$ cat src/rtl/sketch_ram_init_pkg.sv
// Shared definitions for the bucket-RAM initialiser.
// Holds the pass mode encodings, the per-channel FSM state encoding,
// the LFSR feedback constants, the default geometry/timeout values,
// and the LFSR step helper.
package sketch_pkg;

    typedef enum logic [1:0] {
        MODE_ZERO  = 2'd0,
        MODE_CONST = 2'd1,
        MODE_PRNG  = 2'd2,
        MODE_CHECK = 2'd3
    } mode_e;

    typedef enum logic [2:0] {
        ST_IDLE   = 3'd0,
        ST_ACCESS = 3'd1,
        ST_GAP    = 3'd2,
        ST_FIN    = 3'd3,
        ST_ERR    = 3'd4
    } ch_state_e;

    // Galois toggle mask for x^16 + x^14 + x^13 + x^11 + 1, right-shifting form.
    localparam logic [15:0] LFSR_TAPS = 16'hB400;
    localparam logic [15:0] LFSR_SEED = 16'hACE1;

    localparam int DEF_BASE_DEPTH = 2140;
    localparam int DEF_TIMEOUT    = 255;

    function automatic logic [15:0] lfsr_step(input logic [15:0] cur);
        logic [15:0] nxt;
        nxt = cur >> 4'd1;
        if (cur[0]) begin
            nxt = nxt ^ LFSR_TAPS;
        end else begin
            nxt = nxt;
        end
        return nxt;
    endfunction

endpackage

$ cat src/rtl/sketch_ram_init_if.sv
// Port bundle between the initialiser and its NUM_CH bucket RAMs.
// Channel k occupies bit k of enb/web/dob_valid and slice k of addrb/dib/dob.
//   master : initialiser side (drives enb, web, addrb, dib)
//   slave  : RAM side (drives dob, dob_valid)
interface sketch_ram_init_if #(
    parameter int NUM_CH = 3,
    parameter int DATA_W = 4,
    parameter int ADDR_W = 12
);
    logic [NUM_CH-1:0]        enb;
    logic [NUM_CH-1:0]        web;
    logic [NUM_CH*ADDR_W-1:0] addrb;
    logic [NUM_CH*DATA_W-1:0] dib;
    logic [NUM_CH*DATA_W-1:0] dob;
    logic [NUM_CH-1:0]        dob_valid;

    modport master (output enb, web, addrb, dib, input dob, dob_valid);
    modport slave  (input enb, web, addrb, dib, output dob, dob_valid);
endinterface

$ cat src/rtl/sketch_ram_init_ch.sv
// One channel of the initialiser: walks addresses 0..DEPTH-1, one access per
// ACCESS state followed by a single idle GAP cycle, with a per-access wait
// timeout and a 16-bit Galois LFSR for pseudo-random fill.
// Ports:
//   sys_clk, rst_n          clock / async active-low reset
//   start                   accepted start from the top (mode/fill_value valid)
//   abort                   some channel is in ERR; drop to FIN
//   fin_ack                 top's done pulse; leave FIN for IDLE
//   dob, dob_valid          RAM read data / access complete
//   enb, web, addrb, dib    registered RAM port outputs
//   in_fin, in_err          state flags for the top
//   timeout_hit, mism       one-cycle event strobes for error / mismatch count
module sketch_ram_init_ch
    import sketch_pkg::*;
#(
    parameter int          DATA_W  = 4,
    parameter int          ADDR_W  = 12,
    parameter int          DEPTH   = DEF_BASE_DEPTH,
    parameter int          TIMEOUT = DEF_TIMEOUT,
    parameter logic [15:0] SEED    = LFSR_SEED
) (
    input  logic              sys_clk,
    input  logic              rst_n,
    input  logic              start,
    input  logic              abort,
    input  logic              fin_ack,
    input  logic [1:0]        mode,
    input  logic [DATA_W-1:0] fill_value,
    input  logic [DATA_W-1:0] dob,
    input  logic              dob_valid,
    output logic              enb,
    output logic              web,
    output logic [ADDR_W-1:0] addrb,
    output logic [DATA_W-1:0] dib,
    output logic              in_fin,
    output logic              in_err,
    output logic              timeout_hit,
    output logic              mism
);

    localparam int WAIT_W = (TIMEOUT < 2) ? 1 : $clog2(TIMEOUT);
    localparam logic [WAIT_W-1:0] WAIT_LAST = WAIT_W'(TIMEOUT - 1);
    localparam logic [ADDR_W-1:0] ADDR_LAST = ADDR_W'(DEPTH - 1);

    ch_state_e         state_r;
    mode_e             mode_r;
    logic [DATA_W-1:0] fill_r;
    logic [15:0]       lfsr_r;
    logic [ADDR_W-1:0] addr_r;
    logic [WAIT_W-1:0] wait_r;
    logic              enb_r;
    logic              web_r;
    logic [ADDR_W-1:0] addrb_r;
    logic [DATA_W-1:0] dib_r;
    logic              leave_access_s;

    // Write data for the next access; an all-ones LFSR slice is mapped to zero.
    function automatic logic [DATA_W-1:0] write_data(input mode_e m,
                                                     input logic [DATA_W-1:0] f,
                                                     input logic [15:0] l);
        logic [DATA_W-1:0] d;
        case (m)
            MODE_ZERO:  d = {DATA_W{1'b0}};
            MODE_CONST: d = f;
            MODE_PRNG: begin
                d = l[DATA_W-1:0];
                if (&d) begin
                    d = {DATA_W{1'b0}};
                end else begin
                    d = d;
                end
            end
            default:    d = {DATA_W{1'b0}};
        endcase
        return d;
    endfunction

    assign leave_access_s = abort || dob_valid || (wait_r == WAIT_LAST);

    // Channel FSM with registered RAM port outputs.
    always_ff @(posedge sys_clk or negedge rst_n) begin
        if (!rst_n) begin
            state_r <= ST_IDLE;
            mode_r  <= MODE_ZERO;
            fill_r  <= {DATA_W{1'b0}};
            lfsr_r  <= SEED;
            addr_r  <= {ADDR_W{1'b0}};
            wait_r  <= {WAIT_W{1'b0}};
            enb_r   <= 1'b0;
            web_r   <= 1'b0;
            addrb_r <= {ADDR_W{1'b0}};
            dib_r   <= {DATA_W{1'b0}};
        end else begin
            case (state_r)
                ST_IDLE: begin
                    if (start) begin
                        // Every pass restarts the pseudo-random sequence from the seed.
                        state_r <= ST_ACCESS;
                        mode_r  <= mode_e'(mode);
                        fill_r  <= fill_value;
                        lfsr_r  <= SEED;
                        addr_r  <= {ADDR_W{1'b0}};
                        wait_r  <= {WAIT_W{1'b0}};
                        enb_r   <= 1'b1;
                        web_r   <= (mode_e'(mode) != MODE_CHECK);
                        addrb_r <= {ADDR_W{1'b0}};
                        dib_r   <= write_data(mode_e'(mode), fill_value, SEED);
                    end
                end
                ST_ACCESS: begin
                    if (leave_access_s) begin
                        enb_r   <= 1'b0;
                        web_r   <= 1'b0;
                        addrb_r <= {ADDR_W{1'b0}};
                        dib_r   <= {DATA_W{1'b0}};
                    end
                    if (abort) begin
                        state_r <= ST_FIN;
                    end else if (dob_valid) begin
                        state_r <= ST_GAP;
                        if (mode_r == MODE_PRNG) begin
                            lfsr_r <= lfsr_step(lfsr_r);
                        end
                    end else if (wait_r == WAIT_LAST) begin
                        state_r <= ST_ERR;
                    end else begin
                        wait_r <= wait_r + 1'b1;
                    end
                end
                ST_GAP: begin
                    if (abort) begin
                        state_r <= ST_FIN;
                    end else if (addr_r < ADDR_LAST) begin
                        state_r <= ST_ACCESS;
                        addr_r  <= addr_r + 1'b1;
                        wait_r  <= {WAIT_W{1'b0}};
                        enb_r   <= 1'b1;
                        web_r   <= (mode_r != MODE_CHECK);
                        addrb_r <= addr_r + 1'b1;
                        dib_r   <= write_data(mode_r, fill_r, lfsr_r);
                    end else begin
                        state_r <= ST_FIN;
                    end
                end
                ST_ERR: begin
                    state_r <= ST_FIN;
                end
                ST_FIN: begin
                    if (fin_ack) begin
                        state_r <= ST_IDLE;
                    end
                end
                default: begin
                    state_r <= ST_IDLE;
                    enb_r   <= 1'b0;
                    web_r   <= 1'b0;
                    addrb_r <= {ADDR_W{1'b0}};
                    dib_r   <= {DATA_W{1'b0}};
                end
            endcase
        end
    end

    assign enb   = enb_r;
    assign web   = web_r;
    assign addrb = addrb_r;
    assign dib   = dib_r;

    assign in_fin      = (state_r == ST_FIN);
    assign in_err      = (state_r == ST_ERR);
    // An abort in the same cycle wins over both completion and timeout.
    assign timeout_hit = (state_r == ST_ACCESS) && !abort && !dob_valid && (wait_r == WAIT_LAST);
    assign mism        = (state_r == ST_ACCESS) && !abort && dob_valid &&
                         (mode_r == MODE_CHECK) && (dob != fill_r);

endmodule

$ cat src/rtl/sketch_ram_init.sv
// Bucket-RAM initialiser top: fills or checks NUM_CH RAMs of depth
// BASE_DEPTH >> k in parallel, one channel FSM per RAM.
// Ports:
//   sys_clk, rst_n  clock / async active-low reset
//   start           pulse starting a pass (ignored while busy or on done)
//   mode            0 zero, 1 constant, 2 pseudo-random, 3 readback check
//   fill_value      constant for modes 1 and 3
//   busy            pass in progress
//   done            one-cycle end-of-pass pulse
//   error           sticky access timeout, cleared by the next start
//   mismatch_cnt    saturating readback mismatch count of the last pass
//   ram             RAM port bundle (master side)
module sketch_ram_init
    import sketch_pkg::*;
#(
    parameter int NUM_CH     = 3,
    parameter int DATA_W     = 4,
    parameter int ADDR_W     = 12,
    parameter int BASE_DEPTH = DEF_BASE_DEPTH,
    parameter int TIMEOUT    = DEF_TIMEOUT
) (
    input  logic              sys_clk,
    input  logic              rst_n,
    input  logic              start,
    input  logic [1:0]        mode,
    input  logic [DATA_W-1:0] fill_value,
    output logic              busy,
    output logic              done,
    output logic              error,
    output logic [15:0]       mismatch_cnt,
    sketch_ram_init_if.master ram
);

    logic                     busy_r;
    logic                     done_r;
    logic                     error_r;
    logic [15:0]              mismatch_cnt_r;
    logic                     accept_s;
    logic                     abort_s;
    logic                     all_fin_s;
    logic [NUM_CH-1:0]        fin_s;
    logic [NUM_CH-1:0]        err_s;
    logic [NUM_CH-1:0]        timeout_s;
    logic [NUM_CH-1:0]        mism_s;
    logic [NUM_CH-1:0]        enb_s;
    logic [NUM_CH-1:0]        web_s;
    logic [NUM_CH*ADDR_W-1:0] addrb_s;
    logic [NUM_CH*DATA_W-1:0] dib_s;
    logic [15:0]              mism_add_s;
    logic [16:0]              mism_sum_s;

    // done blocks start so a pulse coinciding with end-of-pass is dropped.
    assign accept_s  = start && !busy_r && !done_r;
    assign abort_s   = |err_s;
    assign all_fin_s = &fin_s;

    for (genvar k = 0; k < NUM_CH; k++) begin : g_ch
        sketch_ram_init_ch #(
            .DATA_W  (DATA_W),
            .ADDR_W  (ADDR_W),
            .DEPTH   (BASE_DEPTH >> k),
            .TIMEOUT (TIMEOUT),
            .SEED    (LFSR_SEED ^ 16'(k))
        ) u_ch (
            .sys_clk     (sys_clk),
            .rst_n       (rst_n),
            .start       (accept_s),
            .abort       (abort_s),
            .fin_ack     (done_r),
            .mode        (mode),
            .fill_value  (fill_value),
            .dob         (ram.dob[k*DATA_W +: DATA_W]),
            .dob_valid   (ram.dob_valid[k]),
            .enb         (enb_s[k]),
            .web         (web_s[k]),
            .addrb       (addrb_s[k*ADDR_W +: ADDR_W]),
            .dib         (dib_s[k*DATA_W +: DATA_W]),
            .in_fin      (fin_s[k]),
            .in_err      (err_s[k]),
            .timeout_hit (timeout_s[k]),
            .mism        (mism_s[k])
        );
    end

    assign ram.enb   = enb_s;
    assign ram.web   = web_s;
    assign ram.addrb = addrb_s;
    assign ram.dib   = dib_s;

    // Number of channels reporting a mismatch this cycle, plus saturating sum.
    always_comb begin
        mism_add_s = 16'd0;
        for (int k = 0; k < NUM_CH; k++) begin
            mism_add_s = mism_add_s + {15'd0, mism_s[k]};
        end
        mism_sum_s = {1'b0, mismatch_cnt_r} + {1'b0, mism_add_s};
    end

    // Pass control: busy/done handshake, sticky error, mismatch accumulator.
    always_ff @(posedge sys_clk or negedge rst_n) begin
        if (!rst_n) begin
            busy_r         <= 1'b0;
            done_r         <= 1'b0;
            error_r        <= 1'b0;
            mismatch_cnt_r <= 16'd0;
        end else begin
            // Channels stay in FIN during the done cycle, so gate on !done_r.
            done_r <= all_fin_s && !done_r;
            if (all_fin_s && !done_r) begin
                busy_r <= 1'b0;
            end else if (accept_s) begin
                busy_r <= 1'b1;
            end
            if (accept_s) begin
                error_r <= 1'b0;
            end else if (|timeout_s) begin
                error_r <= 1'b1;
            end
            if (accept_s) begin
                mismatch_cnt_r <= 16'd0;
            end else if (mism_sum_s[16]) begin
                mismatch_cnt_r <= 16'hFFFF;
            end else begin
                mismatch_cnt_r <= mism_sum_s[15:0];
            end
        end
    end

    assign busy         = busy_r;
    assign done         = done_r;
    assign error        = error_r;
    assign mismatch_cnt = mismatch_cnt_r;

endmodule

$ cat src/flat_wrapper.sv
// flat-port wrapper written by rule: the top's interface ports become plain ports
module sketch_ram_init_flat import sketch_pkg::*;
#(
    parameter int NUM_CH     = 3,
    parameter int DATA_W     = 4,
    parameter int ADDR_W     = 12,
    parameter int BASE_DEPTH = DEF_BASE_DEPTH,
    parameter int TIMEOUT    = DEF_TIMEOUT
)
  (sys_clk, rst_n, start, mode, fill_value, busy, done, error, mismatch_cnt, ram_enb, ram_web, ram_addrb, ram_dib, ram_dob, ram_dob_valid);
  sketch_ram_init_if #(.NUM_CH(NUM_CH), .DATA_W(DATA_W), .ADDR_W(ADDR_W)) ram_i ();
  input  logic sys_clk;
  input  logic rst_n;
  input  logic start;
  input  logic [1:0] mode;
  input  logic [DATA_W-1:0] fill_value;
  output logic busy;
  output logic done;
  output logic error;
  output logic [15:0] mismatch_cnt;
  output wire logic [$bits(ram_i.enb)-1:0] ram_enb;
  output wire logic [$bits(ram_i.web)-1:0] ram_web;
  output wire logic [$bits(ram_i.addrb)-1:0] ram_addrb;
  output wire logic [$bits(ram_i.dib)-1:0] ram_dib;
  input wire logic [$bits(ram_i.dob)-1:0] ram_dob;
  input wire logic [$bits(ram_i.dob_valid)-1:0] ram_dob_valid;
  assign ram_enb = ram_i.enb;
  assign ram_web = ram_i.web;
  assign ram_addrb = ram_i.addrb;
  assign ram_dib = ram_i.dib;
  assign ram_i.dob = ram_dob;
  assign ram_i.dob_valid = ram_dob_valid;
  sketch_ram_init #(.NUM_CH(NUM_CH), .DATA_W(DATA_W), .ADDR_W(ADDR_W), .BASE_DEPTH(BASE_DEPTH), .TIMEOUT(TIMEOUT)) u_core (.sys_clk(sys_clk), .rst_n(rst_n), .start(start), .mode(mode), .fill_value(fill_value), .busy(busy), .done(done), .error(error), .mismatch_cnt(mismatch_cnt), .ram(ram_i));
endmodule
$ cat config.mk
export PLATFORM = sky130hd
export DESIGN_NAME = sketch_ram_init_flat
export DESIGN_NICKNAME = d
export VERILOG_FILES = /design/src/rtl/sketch_ram_init_pkg.sv /design/src/rtl/sketch_ram_init_if.sv /design/src/rtl/sketch_ram_init_ch.sv /design/src/rtl/sketch_ram_init.sv /design/src/flat_wrapper.sv
export SDC_FILE = /design/constraint.sdc
export NUM_CORES = 1
export LEC_CHECK = 0
export ABC_AREA = 1
export CAP_MARGIN = 5
export CORE_UTILIZATION = 55
export DETAILED_ROUTE_END_ITERATION = 8
export MAX_ROUTING_LAYER = met4
export PLACE_DENSITY_LB_ADDON = 0.3
export SYNTH_ARGS = -nofsm -noshare
export SYNTH_HDL_FRONTEND = slang
export SYNTH_SLANG_ARGS = --single-unit
$ cat constraint.sdc
create_clock -name sys_clk -period 4.37 [get_ports sys_clk]
set_input_delay 0.874 -clock sys_clk [delete_from_list [all_inputs] [get_ports sys_clk]]
set_output_delay 0.874 -clock sys_clk [all_outputs]
set_load 0.03 [all_outputs]
After elaboration in Yosys (flattened, before gate mapping)
Index checks and enable logic that the tools add are counted.

Bits in registers: 208. Bits of input ports: 24. Output and inout bits: 73. Word-level logic and storage cells: 317.

Add/subtract/negate cells: 9. $lt $le $gt $ge: 3. Eq/ne operators: 66. Mux-type cells: 125. Bitwise operators: 6. Reduce and logical (&&, ||, !) cells: 74.

Operators with widths (number): 16-bit two-way mux (17); 12-bit case mux with 4 select lines (3); 8-bit two-way mux (16); 12-bit two-way mux (10); 16-bit case mux with 2 select lines (3); 12-bit case mux with 2 select lines (3); 8-bit case mux with 3 select lines (3); 4-bit two-way mux (16); 2-bit != test, second input constant (28); 4-bit case mux with 4 select lines (3); 3-bit case mux with 5 select lines (3); 4-bit case mux with 2 select lines (5); 12-bit by 1-bit adder with 12-bit output, second input constant (3); 3-bit two-way mux (11); 5-bit AND reduction (6); 8-bit by 1-bit adder with 8-bit output, second input constant (3); 8-bit == test, second input constant (3); 1-bit case mux with 4 select lines (6); 4-bit AND reduction (6); 1-bit logical AND (21); 7-bit AND reduction (3); 1-bit two-way mux (20); 3-bit by 2-bit == test with 1-bit output, second input constant (6); 16-bit by 16-bit adder with 17-bit output (1); 25 further kinds (84).

Logic depth before layout (Yosys ltp)
Gate-level depths: netlist of the first run.

Depth in word-level cells: 12. Gate-level depth with buffers: 20. Mapped depth without buffers: 20.

Cells and area by module
From an unflattened synthesis of the first run, not the netlist that was laid out.

Cells, all modules: 1475. Area total of the unflattened synthesis: 11531.1 um^2.

By module, submodules not included: sketch_ram_init_ch at u_core.g_ch[0].u_ch (instances 1, cells an instance 460, area each 3505.9 um^2); sketch_ram_init_ch at u_core.g_ch[1].u_ch (instances 1, cells an instance 451, area each 3452.1 um^2); sketch_ram_init_ch at u_core.g_ch[2].u_ch (instances 1, cells an instance 433, area each 3449.6 um^2); sketch_ram_init (instances 1, cells an instance 131, area each 1123.6 um^2).

Least setup slack after synthesis of the first run
Ideal clock, no wire load.

Kind: register to register. Start point: register u_core.g_ch[0].u_ch.state_r[1]. End point: register u_core.mismatch_cnt_r[9] (netlist: u_core.mismatch_cnt[9]). Data arrival time: 3.195 ns. Data required time: 4.250 ns. Path slack: 1.055 ns. Stages on the path, launching flop included: 19. Path buffers: 0. Cell sequence: dfrtp_1 inv_2 nand2_2 nor2_4 inv_2 nor2_4 nand3_1 a41oi_1 fa_1 ha_1 fa_1 nand2_1 a21oi_1 nand2_1 inv_1 nand3_1 nand2_1 o21ai_0 inv_1.

Word-level cells in the longest chain between the ends: 12. Elaborated cells on any way between the ends: 21. Those cells by class: add/sub: 3; eq/ne: 2; mux: 2; reduce/logical: 14.

Ends and longest elaborated chain: from (decl) (RTL line sketch_ram_init_ch.sv:45) `ch_state_e state_r;`; from (signal assigned) (RTL line sketch_ram_init_ch.sv:83) `state_r <= ST_IDLE;`; from (signal assigned) (RTL line sketch_ram_init_ch.sv:98) `state_r <= ST_ACCESS;`; from (signal assigned) (RTL line sketch_ram_init_ch.sv:118) `state_r <= ST_FIN;`; 3-bit == test (RTL line sketch_ram_init_ch.sv:170) `assign in_err = (state_r == ST_ERR);`; 3-bit OR reduction (RTL line sketch_ram_init.sv:54) `assign abort_s = |err_s;`; 1-bit logical NOT (RTL line sketch_ram_init_ch.sv:173) `assign mism = (state_r == ST_ACCESS) && !abort && dob_valid &&`; 1-bit logical AND (3 in a row) (RTL line sketch_ram_init_ch.sv:173); 1-bit logical AND (RTL line sketch_ram_init_ch.sv:174) `(mode_r == MODE_CHECK) && (dob != fill_r);`; 1-bit by 1-bit adder with 2-bit output (RTL line sketch_ram_init.sv:94) `mism_add_s = mism_add_s + {15'd0, mism_s[k]};`; 16-bit by 1-bit adder with 16-bit output * (RTL line sketch_ram_init.sv:94); 16-bit by 16-bit adder with 17-bit output * (RTL line sketch_ram_init.sv:96) `mism_sum_s = {1'b0, mismatch_cnt_r} + {1'b0, mism_add_s};`; 16-bit two-way mux * (RTL line sketch_ram_init.sv:121) `end else if (mism_sum_s[16]) begin`; 16-bit two-way mux * (RTL line sketch_ram_init.sv:119) `if (accept_s) begin`; to (signal assigned) (RTL line sketch_ram_init.sv:124) `mismatch_cnt_r <= mism_sum_s[15:0];`; to (decl) (RTL line sketch_ram_init.sv:37) `logic [15:0] mismatch_cnt_r;`.

Mark *: on every way between the ends. The rest lies on a longest branch, timed or not. A chain may end at the register's enable or synchronous reset.

Worst setup path in the final report of the first run
Start point: register u_core.g_ch[2].u_ch.state_r[0]. End point: register u_core.mismatch_cnt_r[9] (netlist: u_core.mismatch_cnt[9]).

Word-level cells in the longest chain between the ends: 12. Elaborated cells on any way between the ends: 21. Those cells by class: add/sub: 3; eq/ne: 2; mux: 2; reduce/logical: 14.

Ends and longest elaborated chain (RTL line): from (decl) (sketch_ram_init_ch.sv:45); from (signal assigned) (sketch_ram_init_ch.sv:83); from (signal assigned) (sketch_ram_init_ch.sv:98); from (signal assigned) (sketch_ram_init_ch.sv:118); 3-bit == test (sketch_ram_init_ch.sv:170); 3-bit OR reduction (sketch_ram_init.sv:54); 1-bit logical NOT (sketch_ram_init_ch.sv:173); 1-bit logical AND (3 in a row) (sketch_ram_init_ch.sv:173); 1-bit logical AND (sketch_ram_init_ch.sv:174); 1-bit by 1-bit adder with 2-bit output (sketch_ram_init.sv:94); 16-bit by 1-bit adder with 16-bit output * (sketch_ram_init.sv:94); 16-bit by 16-bit adder with 17-bit output * (sketch_ram_init.sv:96); 16-bit two-way mux * (sketch_ram_init.sv:121); 16-bit two-way mux * (sketch_ram_init.sv:119).

Marks and branches as above.

==> metrics.csv, run 1 <==
stage,metric,value,unit
status,status,"complete, no violations",
clock_tree,CTS tree,built,
synth,"Top FF cell, synth",dfrtp_1,
synth,number of synthesized flops with an enable pin,0,
floorplanning,core area,19500,µm²
place,RePlAce Congestion,0.890,
floorplanning,# rows,51,
layout,final non-filler cell total,1758,
clock_tree,clock slew at reported path FFs,60,ps
timing,setup total negative slack,0,ps
clock_tree,clk_lat worst skew,510,ps
layout,final net count,1532,
route,number of routed nets with antenna violations,0,
grt,total gr overflow,0,
setup_path,R2R setup slack,480,ps
synth,Yosys cell types,42,
timing,"Hold Violations, Final",0,
hold_path,Hold WC Path Type,reg2reg,
route,drc violations,0,
route,Vias,9486,
layout,"most common cell after layout, fill and taps aside",nand2_1,
power,VDD IR max,389,µV
layout,most frequent cells in the layout,"nand2_1, dfrtp_1, inv_1, nor2_1, nand3_1",
timing,"Min Clock Period, post-route",3890,ps
setup_path,critical path type,reg2reg,
setup_path,CP Capture Type,flop,
place,cell count after placement,1718,
power,Seq pwr share,38.3,%
timing,relative slew slack,31.7,%
synth,Mapped Avg Cell Area,8.01,µm²
timing,Slew Limit Fails,0,
synth,cell taking the most area after synthesis,dfrtp_1,
synth,cell count after synthesis,1376,
floorplanning,Starting Density,56.4,%
grt,Total GRT Usage,26.7,%
clock_tree,hold buffer count at cts,0,
route,DRT iter0 DRCs,629,
layout,antenna cell count,0,
power,pwr dens,527,nW/µm²
clock_tree,post-CTS sizing,0,
synth,register area share after synthesis,47.5,%
clock_tree,clk sinks,208,
hold_path,Hold Startpoint,u_core.g_ch[0].u_ch.addrb[7]$_DFFE_PN0P_,
timing,Final setup viols,0,
synth,Yosys top cell area share,41.8,%
synth,synth warn,0,
layout,Fill cells,1607,
setup_path,worst r2r src,u_core.g_ch[2].u_ch.state_r[0]$_DFFE_PN0P_,
synth,Yosys reg bits,208,
power,Static Leakage,0.00663,µW
floorplanning,chip height,144,µm
floorplanning,io pins,97,
synth,"Async S/R FF share, synth",100,%
layout,P&R area growth vs syn,17.4,%
power,sw frac,38.8,%
timing,fin crit share,89.0,%
power,Logic pwr share,33.8,%
grt,vias in the first global route,8775,
place,Post-DP HPWL,18.2,mm
timing,Max Fclk,257,MHz
power,Clock power frac,27.9,%
setup_path,Critical Path Source Type,flop,
grt,first-pass GRT wire length,42.5,mm
route,detailed-route wire length per cell,14.7,µm
synth,synth top area cells,"dfrtp_1, nand2_1, dfstp_2",
synth,mapped cell area,11000,µm²
setup_path,WP data required,4770,ps
route,first-pass detailed-route iteration total,5,
grt,initial antenna violation count,0,
timing,measured slew at the worst slew-check pin,1020,ps
timing,unrepaired setup endpoints after global routing,false,
timing,Final Skew,13.8,ps
clock_tree,clk buf depth,3,
setup_path,CP Max Fanout,9,
layout,layout cells sized above 1,8.77,%
synth,Syn Nets,1430,
place,port bufs,96,
clock_tree,CTS H-tree depth,1,
floorplanning,Die Width,144,µm
route,final WL,25.8,mm
flow_run,Max-cap violations,0,
power,Switch Pwr,2640,µW
clock_tree,TritonCTS Buffers,23,
setup_path,Worst EP arrival,4290,ps
grt,largest net degree at the start of global routing,125,
clock_tree,Setup Buffers After CTS,0,
route,post-DR vias/cell,5.40,
floorplanning,full die area,20600,µm²
power,Pint,4170,µW
clock_tree,root buf cell,clkbuf_16,
setup_path,crit path from,u_core.g_ch[2].u_ch.state_r[0]$_DFFE_PN0P_,
==> synth_stat cells (16+ instances only) <==
library cell  count
a21oi_1          38
a22oi_1          16
dfrtp_1         184
dfstp_2          24
ha_1             28
inv_1           153
nand2_1         428
nand3_1         106
nand4_1          34
nor2_1          117
o21ai_0          56
o22ai_1          22
xnor2_1          24
xor2_1           16
==> per-stage QoR <==
step / util [%] / setup WS, ps / instance area (µm²) / hold slack, ps / power [µW]
floorplan: - / 1060 / 11000 / 443 / 4290
global placement: 62.4 / 402 / 12200 / 455 / 4860
detailed placement: 62.4 / 285 / 12200 / 457 / 4920
CTS: 66.2 / 569 / 12900 / 472 / 6840
global route: 66.2 / 254 / 12900 / 492 / 7210
finish: 66.2 / 479 / 12900 / 468 / 6810
==> path summary, 6_finish.rpt <==
path,cells past startpoint,endpoint
max in group asynchronous,2,u_core.g_ch[0].u_ch.lfsr_r[7]$_DFFE_PN1P_
hold reg to reg,2,u_core.g_ch[0].u_ch.addrb[7]$_DFFE_PN0P_
setup / recovery,17,u_core.mismatch_cnt[9]$_DFF_PN0_
setup reg to reg,17,u_core.mismatch_cnt[9]$_DFF_PN0_
hold / removal,2,u_core.g_ch[0].u_ch.addrb[7]$_DFFE_PN0P_
min in group asynchronous,1,u_core.mismatch_cnt[11]$_DFF_PN0_
==> cell type report <==
cell class                 count  area [µm²]  share of cell area (%)
clock inverter                 7        63.8                   0.494
tap                          265         332                    2.56
sequential                   208        5240                    40.5
inverter                     165         619                    4.79
clock buffer                  33         673                    5.21
timing repair buffer         108        1070                    8.26
multi-input combinational    972        4940                    38.2
==> state kept, by name, summed over array words and instances, names as in the netlist <==
signal,count
u_core.done,1
u_core.error,1
u_core.g_ch.u_ch.wait_r,24
u_core.g_ch.u_ch.fill_r,12
u_core.g_ch.u_ch.state_r,9
u_core.busy,1
u_core.g_ch.u_ch.lfsr_r,48
u_core.mismatch_cnt,16
u_core.g_ch.u_ch.web,3
u_core.g_ch.u_ch.addr_r,36
u_core.g_ch.u_ch.enb,3
u_core.g_ch.u_ch.mode_r,6
u_core.g_ch.u_ch.addrb,36
u_core.g_ch.u_ch.dib,12
==> per-layer routing <==
layer / global-route usage (%) / part of all wire [%]
met1: 35.4 / 45
met2: 41.9 / 46
met3: 4.00 / 6.1
met4: 8.85 / 2.7
met5: - / 0
==> cells by family after synthesis <==
group | Yosys count | share of synthesized area, %
compound gates | 154 | 8.18
xor+xnor | 40 | 3.18
fa+ha+maj | 30 | 3.54
buf+inv | 196 | 7.65
flops | 208 | 47.5
simple gates | 748 | 29.9
==> power groups by stage <==
stage	registers, µW	clock network [µW]	logic (µW)
finish	2610	1900	2300
floorplan	2650	0	1650
global route	2650	2010	2560
CTS	2600	1930	2310
detailed placement	2630	0	2290
global placement	2620	0	2240
==> worst max-delay path, cell delays in order (launching register included) <==
cell	delay [ps]
dfrtp_1	440
nor2_2	80
nand2_2	220
nand3_2	250
nor2_1	230
nand3_1	130
a41oi_1	410
fa_1	500
ha_1	220
fa_1	410
nand2_1	80
a21oi_1	110
nand2_1	150
inv_1	100
nand3_1	170
nand2_1	70
o21ai_0	160
inv_1	50
(Power assumes the default switching activity.)
==> run 2: changes to the inputs <==
--- a/config.mk
+++ b/config.mk
@@ -8,9 +8,10 @@
 export ABC_AREA = 1
 export CAP_MARGIN = 5
 export CORE_UTILIZATION = 55
+export CTS_BUF_LIST = sky130_fd_sc_hd__clkbuf_8 sky130_fd_sc_hd__clkbuf_16
 export DETAILED_ROUTE_END_ITERATION = 8
 export MAX_ROUTING_LAYER = met4
-export PLACE_DENSITY_LB_ADDON = 0.3
+export PLACE_DENSITY = 0.77
 export SYNTH_ARGS = -nofsm -noshare
 export SYNTH_HDL_FRONTEND = slang
 export SYNTH_SLANG_ARGS = --single-unit
==> metrics.csv, run 2 (synthesis gave the netlist of run 1 again) <==
stage,metric,value,unit,change
setup_path,R2R setup slack,490,ps,about the same
setup_path,critical path type,reg2reg,,
grt,initial antenna violation count,0,,unchanged
timing,fin crit share,88.8,%,-0.24 points
route,detailed-route wire length per cell,14.6,µm,-0.38%
timing,"Hold Violations, Final",0,,unchanged
clock_tree,TritonCTS Buffers,23,,unchanged
clock_tree,clock slew at reported path FFs,60,ps,about the same
layout,Biggest register,u_core.g_ch.u_ch.lfsr_r,,
route,first-pass detailed-route iteration total,6,,+1
layout,max reg flops,48,,unchanged
grt,first-pass GRT wire length,42.7,mm,+0.39%
grt,vias in the first global route,8690,,-0.97%
grt,largest net degree at the start of global routing,100,,-20%
floorplanning,Die Width,144,µm,unchanged
setup_path,Worst EP arrival,4280,ps,about the same
setup_path,CP Max Fanout,9,,unchanged
place,Post-DP Area,12200,µm²,-0.12%
timing,relative slew slack,53.6,%,+22 points
setup_path,Reg2Reg Depth,17,,unchanged
grt,total gr overflow,0,,unchanged
clock_tree,Setup Buffers After CTS,0,,unchanged
clock_tree,clk sinks,208,,unchanged
place,RePlAce Congestion,0.900,,+1.1%
timing,Slew Limit Fails,0,,unchanged
setup_path,Critical Path Max Stage Delay,490,ps,about the same
floorplanning,Starting Density,56.4,%,unchanged
grt,Total GRT Usage,26.8,%,+0.12 points
route,post-DR vias/cell,5.37,,-0.48%
route,Vias,9435,,-0.54%
timing,measured slew at the worst slew-check pin,696,ps,-328 ps
route,drc violations,0,,unchanged
power,VDD IR max,382,µV,-1.7%
floorplanning,# rows,51,,unchanged
timing,Final Skew,10.8,ps,-2.95 ps
clock_tree,CTS tree,built,,
layout,Fill cells,1648,,+2.6%
place,port bufs,96,,unchanged
floorplanning,full die area,20600,µm²,unchanged
layout,layout cells sized above 1,8.78,%,about the same
clock_tree,clk_lat worst skew,510,ps,about the same
setup_path,WP data required,4770,ps,about the same
power,Final Total Pwr,6890,µW,+1.2%
layout,most frequent cells in the layout,"nand2_1, dfrtp_1, inv_1, nor2_1, nand3_1",,
timing,Max Fclk,258,MHz,+0.27%
setup_path,Critical Path Most Common Cell,nand2_1,,
layout,"most common cell after layout, fill and taps aside",nand2_1,,
setup_path,CP max-delay cell,fa_1,,
layout,design area,13000,µm²,+0.20%
status,status,"complete, no violations",,
place,cell count after placement,1716,,-0.12%
clock_tree,root buf cell,clkbuf_16,,
setup_path,CP Capture Type,flop,,
clock_tree,hold buffer count at cts,0,,unchanged
setup_path,Critical Path Source Type,flop,,
layout,final net count,1530,,-0.13%
power,pwr dens,532,nW/µm²,+0.96%
clock_tree,CTS H-tree depth,1,,unchanged
route,DRT iter0 DRCs,579,,-7.9%
route,final WL,25.7,mm,-0.43%
layout,antenna cell count,0,,unchanged
layout,P&R area growth vs syn,17.6,%,
timing,"Min Clock Period, post-route",3880,ps,-10.5 ps
floorplanning,chip height,144,µm,unchanged
setup_path,worst-path cell chain,nor2_2 > nand2_2 > nand3_2 > nor2_1 > nand3_1 > a41oi_1 > fa_1 > ha_1 > fa_1 > nand2_1 > a21oi_1 > nand2_1 > inv_1 > nand3_1 > nand2_1 > o21ai_0 > inv_1,,
power,Static Leakage,0.00665,µW,+0.30%
route,number of routed nets with antenna violations,0,,unchanged
clock_tree,clk buf depth,3,,unchanged
place,Post-DP HPWL,18.5,mm,+1.4%
timing,setup total negative slack,0,ps,unchanged
timing,Final setup viols,0,,unchanged
clock_tree,post-CTS sizing,0,,unchanged
layout,final non-filler cell total,1757,,-0.057%
flow_run,Max-cap violations,0,,unchanged
floorplanning,core area,19500,µm²,unchanged
timing,unrepaired setup endpoints after global routing,false,,
floorplanning,io pins,97,,unchanged
hold_path,Hold WC Path Type,in2async,,
==> run 2: changes by cell type in the layout (fill, tap and decap cells not counted) <==
cell and delta:
bufinv_16 +2, clkinv_4 +1, clkinv_2 +1, clkbuf_1 -4, clkbuf_8 -2, inv_1 +3, inv_6 -1, buf_4 -2
clkinvlp_4 +1
==> run 2: worst paths after layout <==
path | from | to
setup / recovery | u_core.g_ch[2].u_ch.state_r[0]$_DFFE_PN0P_ | u_core.mismatch_cnt[9]$_DFF_PN0_
setup reg to reg | u_core.g_ch[2].u_ch.state_r[0]$_DFFE_PN0P_ | u_core.mismatch_cnt[9]$_DFF_PN0_
hold reg to reg | u_core.g_ch[2].u_ch.enb$_DFFE_PN0P_ | u_core.g_ch[2].u_ch.enb$_DFFE_PN0P_
hold / removal | rst_n | u_core.mismatch_cnt[11]$_DFF_PN0_
max in group asynchronous | rst_n | u_core.g_ch[1].u_ch.addr_r[5]$_DFFE_PN0P_
min in group sys_clk | u_core.g_ch[2].u_ch.enb$_DFFE_PN0P_ | u_core.g_ch[2].u_ch.enb$_DFFE_PN0P_
==> run 2: layout make-up <==
| type | count | area [µm²] | area share (%) |
|---|---|---|---|
| multi-input cells | 972 | 4940 | 38.1 |
| repair buffers | 106 | 1050 | 8.12 |
| clock buffers | 27 | 631 | 4.87 |
| well taps | 265 | 332 | 2.56 |
| clock inverters | 14 | 148 | 1.14 |
| flip-flops and latches | 208 | 5240 | 40.4 |
| inverters | 165 | 619 | 4.78 |
==> run 2: worst max-delay path, delay by kind of cell (launching register included) <==
kind	cells	cell delay (ps)
AO/OA/AOI/OAI	3	580
flip-flops	1	460
buffers and inverters	2	140
adder cells (fa/ha/maj)	3	1120
AND/OR/NAND/NOR	9	1460
==> run 2: report_power, final <==
part / leakage (µW) / internal [µW] / switching [µW]
registers: 0.00275 / 2300 / 297
logic: 0.00351 / 733 / 1570
clock network: 0.000398 / 1200 / 789
==> run 2: per-layer routing <==
metal  share of wire, %  GRT usage, %  wire [µm]  vias to the layer above
met2                 46          40.5      11700                      297
li1                   -             -          -                     4620
met1                 45          37.0      11600                     4472
met3                6.8          4.33       1740                       46
met4                2.6          8.34        662                        0
met5                  0             -          0                        -
==> run 2: metrics by stage <==
stage	worst slack (ps)	util (%)	hold WS, ps
floorplan	1060	-	443
global route	231	66.3	410
global placement	403	62.4	453
finish	490	66.3	335
CTS	519	66.3	389
detailed placement	337	62.4	453
==> run 3: changes to the inputs <==
--- a/config.mk
+++ b/config.mk
@@ -10,7 +10,6 @@
 export CORE_UTILIZATION = 55
 export CTS_BUF_LIST = sky130_fd_sc_hd__clkbuf_8 sky130_fd_sc_hd__clkbuf_16
 export DETAILED_ROUTE_END_ITERATION = 8
-export MAX_ROUTING_LAYER = met4
 export PLACE_DENSITY = 0.77
 export SYNTH_ARGS = -nofsm -noshare
 export SYNTH_HDL_FRONTEND = slang
==> metrics.csv, run 3 (synthesis gave the netlist of run 1 again) <==
stage,metric,value,unit,change
layout,final net count,1530,,unchanged
layout,P&R area growth vs syn,17.0,%,
clock_tree,TritonCTS Buffers,22,,-4.3%
route,drc violations,0,,unchanged
grt,largest net degree at the start of global routing,92,,-8.0%
clock_tree,Setup Buffers After CTS,0,,unchanged
floorplanning,Die Width,144,µm,unchanged
setup_path,CP Capture Type,flop,,
grt,first-pass GRT wire length,43.6,mm,+2.1%
timing,Max Fclk,255,MHz,-1.0%
power,Seq pwr share,38.6,%,+0.9 points
place,cell count after placement,1717,,+0.058%
power,Logic pwr share,33.9,%,+0.5 points
route,detailed-route wire length per cell,14.9,µm,+1.5%
clock_tree,post-CTS sizing,0,,unchanged
setup_path,Critical Path Source Type,flop,,
clock_tree,hold buffer count at cts,0,,unchanged
layout,max reg flops,48,,unchanged
clock_tree,clk sinks,208,,unchanged
route,DRT iter0 DRCs,784,,+35%
timing,unrepaired setup endpoints after global routing,false,,
clock_tree,CTS H-tree depth,1,,unchanged
route,number of routed nets with antenna violations,0,,unchanged
place,port bufs,96,,unchanged
timing,Slew Limit Fails,0,,unchanged
flow_run,Max-cap violations,0,,unchanged
clock_tree,CTS tree,built,,
status,status,"complete, no violations",,
route,first-pass detailed-route iteration total,5,,-1
layout,Biggest register,u_core.g_ch.u_ch.lfsr_r,,
timing,Final Skew,15.0,ps,+4.15 ps
clock_tree,clock slew at reported path FFs,70,ps,about the same
power,Static Leakage,0.00664,µW,-0.15%
grt,vias in the first global route,8777,,+1.0%
route,post-DR vias/cell,5.37,,about the same
setup_path,worst path buffer plus inverter count,2,,unchanged
setup_path,CP Max Fanout,9,,unchanged
timing,"Min Clock Period, post-route",3920,ps,+40.7 ps
place,Post-DP HPWL,18.8,mm,+1.6%
timing,"Hold Violations, Final",0,,unchanged
route,final WL,26.1,mm,+1.5%
setup_path,crit path from,u_core.g_ch[2].u_ch.state_r[0]$_DFFE_PN0P_,,
power,Switch Pwr,2630,µW,-0.83%
timing,fin crit share,89.7,%,+0.93 points
setup_path,worst r2r src,u_core.g_ch[2].u_ch.state_r[0]$_DFFE_PN0P_,,
power,Pint,4130,µW,-2.5%
floorplanning,full die area,20600,µm²,unchanged
timing,relative slew slack,48.6,%,-5.0 points
setup_path,critical path type,reg2reg,,
setup_path,R2R setup slack,450,ps,-40 ps
power,pwr dens,525,nW/µm²,-1.4%
layout,layout cells sized above 1,8.45,%,-0.34 points
setup_path,Worst EP arrival,4290,ps,about the same
floorplanning,chip height,144,µm,unchanged
setup_path,CP max-delay cell,fa_1,,
grt,initial antenna violation count,0,,unchanged
setup_path,Critical Path Max Stage Delay,490,ps,about the same
floorplanning,# rows,51,,unchanged
power,Final Total Pwr,6770,µW,-1.9%
layout,antenna cell count,0,,unchanged
floorplanning,Starting Density,56.4,%,unchanged
floorplanning,core area,19500,µm²,unchanged
place,RePlAce Congestion,0.886,,-1.5%
clock_tree,clk buf depth,3,,unchanged
power,sw frac,38.9,%,+0.40 points
setup_path,worst-path cell chain,nor2_2 > nand2_2 > nand3_2 > nor2_1 > nand3_1 > a41oi_1 > fa_1 > ha_1 > fa_1 > nand2_1 > a21oi_1 > nand2_1 > inv_1 > nand3_1 > buf_4 > a21oi_1,,
layout,final non-filler cell total,1757,,unchanged
layout,most frequent cells in the layout,"nand2_1, dfrtp_1, inv_1, nor2_1, nand3_1",,
grt,Total GRT Usage,26.5,%,-0.28 points
route,Vias,9432,,-0.032%
grt,total gr overflow,0,,unchanged
setup_path,WP data required,4740,ps,-30 ps
clock_tree,clk_lat worst skew,510,ps,about the same
layout,"most common cell after layout, fill and taps aside",nand2_1,,
timing,Final setup viols,0,,unchanged
timing,setup total negative slack,0,ps,unchanged
floorplanning,io pins,97,,unchanged
setup_path,"delay-heaviest family, CP",simple AND/OR/NAND/NOR gates,,
timing,measured slew at the worst slew-check pin,771,ps,+75.3 ps
power,VDD IR max,397,µV,+3.8%
power,Clock power frac,27.5,%,-1.4 points
clock_tree,root buf cell,clkbuf_16,,
hold_path,Hold WC Path Type,in2async,,
run 3: cell types whose count changed in the layout (fill, tap and decap cells not counted):
cell,previous run,this run
buf_12,1,0
buf_4,9,11
bufinv_16,3,2
clkbuf_8,5,3
clkinv_2,6,5
clkinv_4,1,0
clkinvlp_4,1,0
inv_1,156,161
run 3: metrics by stage:
stage          setup WS, ps  area (µm²)  hold WS (ps)  util, %
2_1_floorplan          1060       11000           443        -
3_3_place_gp            419       12200           453     62.3
3_5_place_dp            358       12200           458     62.3
4_1_cts                 517       12900           443     66.0
5_1_grt                 143       12900           462     66.0
6_report                449       12900           386     66.0
run 3: final timing paths:
check,endpoint,depth (start not counted)
min in group sys_clk,u_core.g_ch[2].u_ch.addrb[6]$_DFFE_PN0P_,2
min,u_core.mismatch_cnt[14]$_DFF_PN0_,1
min reg2reg,u_core.g_ch[2].u_ch.addrb[6]$_DFFE_PN0P_,2
max reg2reg,u_core.mismatch_cnt[5]$_DFF_PN0_,16
max in group asynchronous,u_core.g_ch[0].u_ch.addr_r[3]$_DFFE_PN0P_,2
max,u_core.mismatch_cnt[5]$_DFF_PN0_,16
run 3: worst reg2reg max path: cells and delay by family (launching register included):
| family | cells | cell delay, ps |
|---|---|---|
| adders and majority gates | 3 | 1120 |
| buffers and inverters | 2 | 270 |
| and+or+nand+nor | 8 | 1370 |
| AOI/OAI and AO/OA | 3 | 550 |
| DFF | 1 | 470 |
run 3: final cells by class:
cell class	count	area [µm²]
multi-input combinational	972	4940
timing repair buffer	107	1050
fill	1700	6640
clock inverter	15	115
inverter	165	619
clock buffer	25	603
sequential	208	5240
tap	265	332
run 3: power groups by stage:
| stage | sequential [µW] | clock [µW] | combinational [µW] |
|---|---|---|---|
| finish | 2610 | 1860 | 2290 |
| global route | 2640 | 1970 | 2560 |
| CTS | 2600 | 1890 | 2300 |
| detailed placement | 2630 | 0 | 2290 |
| global placement | 2620 | 0 | 2240 |
| floorplan | 2650 | 0 | 1650 |
run 3: metal layers:
| layer | GRT usage [%] | part of all wire (%) |
|---|---|---|
| met1 | 38.1 | 45 |
| met3 | 4.07 | 6.4 |
| met2 | 41.7 | 46 |
| met5 | 0 | 0 |
| met4 | 7.22 | 2.0 |
